### config.mk
export PLATFORM = sky130hd
export DESIGN_NAME = alu_cmd_queue
export DESIGN_NICKNAME = d
export VERILOG_FILES = /design/src/rtl/alu_pkg.sv /design/src/rtl/alu_cmd_fifo.sv /design/src/rtl/alu_cmd_queue.sv
export SDC_FILE = /design/constraint.sdc
export NUM_CORES = 1
export LEC_CHECK = 0
export BUFFER_PORTS_ARGS = -buffer_cell sky130_fd_sc_hd__buf_2
export CORE_UTILIZATION = 60
export CTS_CLUSTER_DIAMETER = 80
export CTS_CLUSTER_SIZE = 20
export DETAILED_ROUTE_END_ITERATION = 6
export PLACE_DENSITY = 0.83
export REMOVE_ABC_BUFFERS = 1
export SYNTH_ARGS = -nofsm -noshare
export SYNTH_HDL_FRONTEND = slang
export SYNTH_SLANG_ARGS = --single-unit
export TNS_END_PERCENT = 5
### constraint.sdc
create_clock -name clk_i -period 3.9 [get_ports clk_i]
set_clock_uncertainty 0.2 [all_clocks]
set_input_delay 0.78 -clock clk_i [delete_from_list [all_inputs] [get_ports clk_i]]
set_output_delay 0.78 -clock clk_i [all_outputs]
set_load 0.01 [all_outputs]
### src/rtl/alu_pkg.sv
// Shared types for the ALU issue path: default widths, issue FSM states and
// the packed command word stored in the command FIFO.
package alu_pkg;

  localparam int DATA_W = 8;
  localparam int OP_W   = 3;

  typedef enum logic [1:0] {
    IDLE,
    EXEC,
    RESP
  } state_t;

  typedef struct packed {
    logic [OP_W-1:0]   op;
    logic [DATA_W-1:0] data1;
    logic [DATA_W-1:0] data0;
  } cmd_t;

endpackage

### src/rtl/alu_cmd_fifo.sv
// Show-ahead command FIFO: the head entry is readable combinationally so the
// issue FSM can load and pop it on the same edge.
module alu_cmd_fifo
  import alu_pkg::*;
#(
  parameter int DEPTH = 4,
  localparam int AW    = $clog2(DEPTH),
  localparam int CNT_W = $clog2(DEPTH) + 1
) (
  input  logic             clk_i,
  input  logic             rst_i,
  input  logic             push_i,
  input  cmd_t             push_data_i,
  input  logic             pop_i,
  output cmd_t             head_o,
  output logic             full_o,
  output logic             empty_o,
  output logic [CNT_W-1:0] count_o
);

  cmd_t             r_mem [DEPTH];
  logic [AW-1:0]    r_wr_ptr;
  logic [AW-1:0]    r_rd_ptr;
  logic [CNT_W-1:0] r_count;
  logic             w_push;
  logic             w_pop;

  assign full_o  = (r_count == CNT_W'(DEPTH));
  assign empty_o = (r_count == '0);
  assign w_push  = push_i && !full_o;
  assign w_pop   = pop_i && !empty_o;
  assign head_o  = r_mem[r_rd_ptr];
  assign count_o = r_count;

  // Storage is not reset; the count alone decides which entries are live.
  always_ff @(posedge clk_i) begin
    if (w_push) begin
      r_mem[r_wr_ptr] <= push_data_i;
    end
  end

  always_ff @(posedge clk_i or posedge rst_i) begin
    if (rst_i) begin
      r_wr_ptr <= '0;
      r_rd_ptr <= '0;
      r_count  <= '0;
    end else begin
      if (w_push) begin
        r_wr_ptr <= r_wr_ptr + 1'b1;
      end
      if (w_pop) begin
        r_rd_ptr <= r_rd_ptr + 1'b1;
      end
      case ({w_push, w_pop})
        2'b10:   r_count <= r_count + 1'b1;
        2'b01:   r_count <= r_count - 1'b1;
        default: r_count <= r_count;
      endcase
    end
  end

endmodule

### src/rtl/alu_cmd_queue.sv
// Issue stage in front of the combinational alu_top: buffers commands, drives
// registered operands, and holds each result until the consumer takes it.
module alu_cmd_queue
  import alu_pkg::*;
#(
  parameter int DEPTH  = 4,
  parameter int DATA_W = alu_pkg::DATA_W,
  parameter int OP_W   = alu_pkg::OP_W,
  localparam int CNT_W = $clog2(DEPTH) + 1
) (
  input  logic              clk_i,
  input  logic              rst_i,
  input  logic              cmd_valid_i,
  output logic              cmd_ready_o,
  input  logic [DATA_W-1:0] cmd_data0_i,
  input  logic [DATA_W-1:0] cmd_data1_i,
  input  logic [OP_W-1:0]   cmd_op_i,
  output logic [DATA_W-1:0] alu_data0_o,
  output logic [DATA_W-1:0] alu_data1_o,
  output logic [OP_W-1:0]   alu_ctrl_o,
  input  logic [DATA_W-1:0] alu_result_i,
  output logic              res_valid_o,
  input  logic              res_ready_i,
  output logic [DATA_W-1:0] res_data_o,
  output logic [OP_W-1:0]   res_op_o,
  output logic [CNT_W-1:0]  count_o
);

  state_t            r_state;
  logic [DATA_W-1:0] r_alu_data0;
  logic [DATA_W-1:0] r_alu_data1;
  logic [OP_W-1:0]   r_alu_ctrl;
  logic              r_res_valid;
  logic [DATA_W-1:0] r_res_data;
  logic [OP_W-1:0]   r_res_op;

  cmd_t w_push_cmd;
  cmd_t w_head;
  logic w_full;
  logic w_empty;
  logic w_pop;

  assign w_push_cmd = '{op: cmd_op_i, data1: cmd_data1_i, data0: cmd_data0_i};

  // Pop exactly when the FSM loads the head: from IDLE, or on a RESP handshake.
  assign w_pop = !w_empty &&
                 ((r_state == IDLE) || ((r_state == RESP) && res_ready_i));

  alu_cmd_fifo #(
    .DEPTH(DEPTH)
  ) u_fifo (
    .clk_i      (clk_i),
    .rst_i      (rst_i),
    .push_i     (cmd_valid_i),
    .push_data_i(w_push_cmd),
    .pop_i      (w_pop),
    .head_o     (w_head),
    .full_o     (w_full),
    .empty_o    (w_empty),
    .count_o    (count_o)
  );

  always_ff @(posedge clk_i or posedge rst_i) begin
    if (rst_i) begin
      r_state     <= IDLE;
      r_alu_data0 <= '0;
      r_alu_data1 <= '0;
      r_alu_ctrl  <= '0;
      r_res_valid <= 1'b0;
      r_res_data  <= '0;
      r_res_op    <= '0;
    end else begin
      case (r_state)
        IDLE: begin
          if (!w_empty) begin
            r_alu_data0 <= w_head.data0;
            r_alu_data1 <= w_head.data1;
            r_alu_ctrl  <= w_head.op;
            r_state     <= EXEC;
          end
        end
        EXEC: begin
          r_res_data  <= alu_result_i;
          r_res_op    <= r_alu_ctrl;
          r_res_valid <= 1'b1;
          r_state     <= RESP;
        end
        RESP: begin
          if (res_ready_i) begin
            r_res_valid <= 1'b0;
            if (!w_empty) begin
              r_alu_data0 <= w_head.data0;
              r_alu_data1 <= w_head.data1;
              r_alu_ctrl  <= w_head.op;
              r_state     <= EXEC;
            end else begin
              r_state <= IDLE;
            end
          end
        end
        default: r_state <= IDLE;
      endcase
    end
  end

  assign cmd_ready_o = !w_full;
  assign alu_data0_o = r_alu_data0;
  assign alu_data1_o = r_alu_data1;
  assign alu_ctrl_o  = r_alu_ctrl;
  assign res_valid_o = r_res_valid;
  assign res_data_o  = r_res_data;
  assign res_op_o    = r_res_op;

endmodule
==> run summary <==
CTS root buf = clkbuf_8
Post-DP HPWL = 4260 um
Wirelength per Cell = 19.6 um
Worst Reg2Reg Path Length in Cells = 5
mean post-synth cell area = 21.3 sq um
initial antenna violation count = 0
post-synthesis sequential area ratio = 0.736
vias in the first global route = 2256
Die Ht = 88.2 um
WL final = 7820 um
Synth area leaders = edfxtp_1, dfrtp_1, mux4_2
Fillers = 409
crit path max fanout = 6
Yosys top cell area share = 0.511
vias = 2150
Static Leak = 0.00223 uW
power per cell area = 918 mW/mm^2
Slew HR = 0.288
IO Port Bufs = 65
worst-margin pin slew = 1.07 ns
Worst Hold Class = input pin to async pin
Gate Count Post-Synth = 209
insertion delay to the later sink of the worst-skew pair = 0.51 ns
Final GP Congestion = 0.662
drt via density = 5.39
die width = 88.2 um
Peak VDD IR = 0.572 mV
Yosys top cell by area = edfxtp_1
status = finished, final reports clean
largest net degree at the start of global routing = 41
starting DRC count in detailed routing = 128
CTS tree = done
Max-Cap Viols = 0
critical path arrival = 1.66 ns
Multi-input gate area = 0.00111 sq mm
flops & latches, synth = 116
YS warnings = 0
Die ar. = 0.00779 sq mm
DRC = 0
top cells by count, synth = edfxtp_1, dfrtp_1, mux2_4, mux4_2, mux2_2
share of layout cells above drive strength 1 = 0.507
CTS resizes = 0
Placed Instances = 367
Netlist cell types = 26
setup tns final = 0 ns
H-tree levels = 4
Crit Path Class = flop to primary output
Final #Nets = 324
Fmax achieved = 379 MHz
GRT Overall Usage = 0.231
final setup vio count = 0
setup bufs post-CTS = 0
ant diodes = 0
final number of hold-violating endpoints = 0
Slew Limit Fails = 0
Final Cycle Share = 0.676
num ports = 66
main flop type after synthesis = edfxtp_1
core area = 0.00721 sq mm
ANT nets after route = 0
starting density of the core = 0.618
Async SR Flop Fraction = 0.345
unrepaired setup endpoints after global routing = false
Register Area = 0.00328 sq mm
reg2reg end = u_fifo.count_o[1]
Max Root-Sink Buffers = 2
GR Overflow Total = 0
crit start category = flop
Sink Count = 116
cell area after synthesis = 0.00446 sq mm
hold-fix buffers at CTS = 0
Crit. End Element = primary output
count leader, synth = edfxtp_1
number of cell rows = 31
Tmin final = 2.64 ns
CTS Buf Count = 17
Req. time, crit path = 2.92 ns
first-pass GRT wire length = 12100 um
EDFF count, synth = 76
Clk pin slew, worst setup/hold paths = 0.06 ns
Area Overhead vs Synth = 23.6%
first-pass iteration count of the detailed router = 4
Layout Cells excl Fill = 399
r2r startpoint = u_fifo.count_o[0]
r2r setup slk = 1.56 ns
-- kinds of logic (layout without fill, tap and decap cells) --
| logic type | after synthesis | in the layout | synth area share |
|---|---|---|---|
| multiplexers | 51 | 51 | 0.193 |
| flip-flops | 116 | 116 | 0.736 |
| adder cells (fa/ha/maj) | 6 | 6 | 0.0185 |
| XOR/XNOR | 6 | 6 | 0.0118 |
| AND/OR/NAND/NOR | 14 | 14 | 0.0208 |
| buffers and inverters | 13 | 104 | 0.0165 |
| AO/OA/AOI/OAI | 3 | 3 | 0.00393 |
-- power breakdown --
part	internal [uW]	leakage, uW	switching [uW]
sequential	1730	0.00116	261
clock	1080	0.000321	524
combinational	823	0.000740	647
-- stage by stage --
stage                      util  power (uW)  hold WS [ns]  worst slack, ns  area [sq um]
after CTS                 0.764        5110         0.266             1.26          5520
after floorplan               -        2990         0.260            0.928          4410
final                     0.764        5060         0.240             1.26          5520
after global placement    0.676        3380         0.271             1.36          4880
after global routing      0.764        5300         0.268             1.19          5520
after detailed placement  0.676        3460         0.292             1.30          4880
-- critical path, cell delays in order, from the launching register on --
cell and delay, ns:
dfrtp_1 0.45, or3b_1 0.51, buf_2 0.19
-- per-layer routing --
| layer | track usage | wire length [um] |
|---|---|---|
| met3 | 0.0784 | 362 |
| met1 | 0.274 | 3180 |
| met5 | 0 | 0 |
| met4 | 0.0821 | 124 |
| met2 | 0.396 | 4160 |
-- layout by cell type (no fill, tap or decap), types with 3 or more instances in the layout --
cell / netlist / final
inv_1: 5 / 4
mux2_2: 14 / 14
buf_2: 2 / 65
clkinv_2: 0 / 3
ha_1: 5 / 5
xor2_1: 3 / 3
mux2_4: 18 / 18
clkbuf_16: 0 / 20
and3_1: 4 / 4
mux4_2: 18 / 18
xnor2_1: 3 / 3
dfrtp_1: 40 / 40
clkbuf_8: 0 / 6
edfxtp_1: 76 / 76
-- area by class of cell --
class | instances | area share
flip-flops and latches | 116 | 0.595
multi-input cells | 80 | 0.201
clock buffers | 27 | 0.106
repair buffers | 67 | 0.0617
well taps | 99 | 0.0225
clock inverters | 5 | 0.00930
inverters | 5 | 0.00340
-- flip-flops by register name, indices dropped and copies added, names as in the netlist --
signal	flops
u_fifo.r_rd_ptr	2
alu_data1_o	8
res_valid_o	1
alu_data0_o	8
res_data_o	8
alu_ctrl_o	3
u_fifo.count_o	3
r_state	2
u_fifo.r_wr_ptr	2
res_op_o	3
u_fifo.r_mem	76
-- worst max-delay path by stage --
stage                      startpoint                 to  slack, ns
finish              u_fifo.count_o[0]        cmd_ready_o       1.26
global route        u_fifo.count_o[0]        cmd_ready_o       1.19
CTS                 u_fifo.count_o[0]        cmd_ready_o       1.26
detailed placement        res_ready_i  u_fifo.count_o[2]       1.30
global placement          res_ready_i  u_fifo.count_o[2]       1.36
floorplan                 res_ready_i     alu_data0_o[4]       0.93
Note: power is estimated with default switching activity, not from simulation.
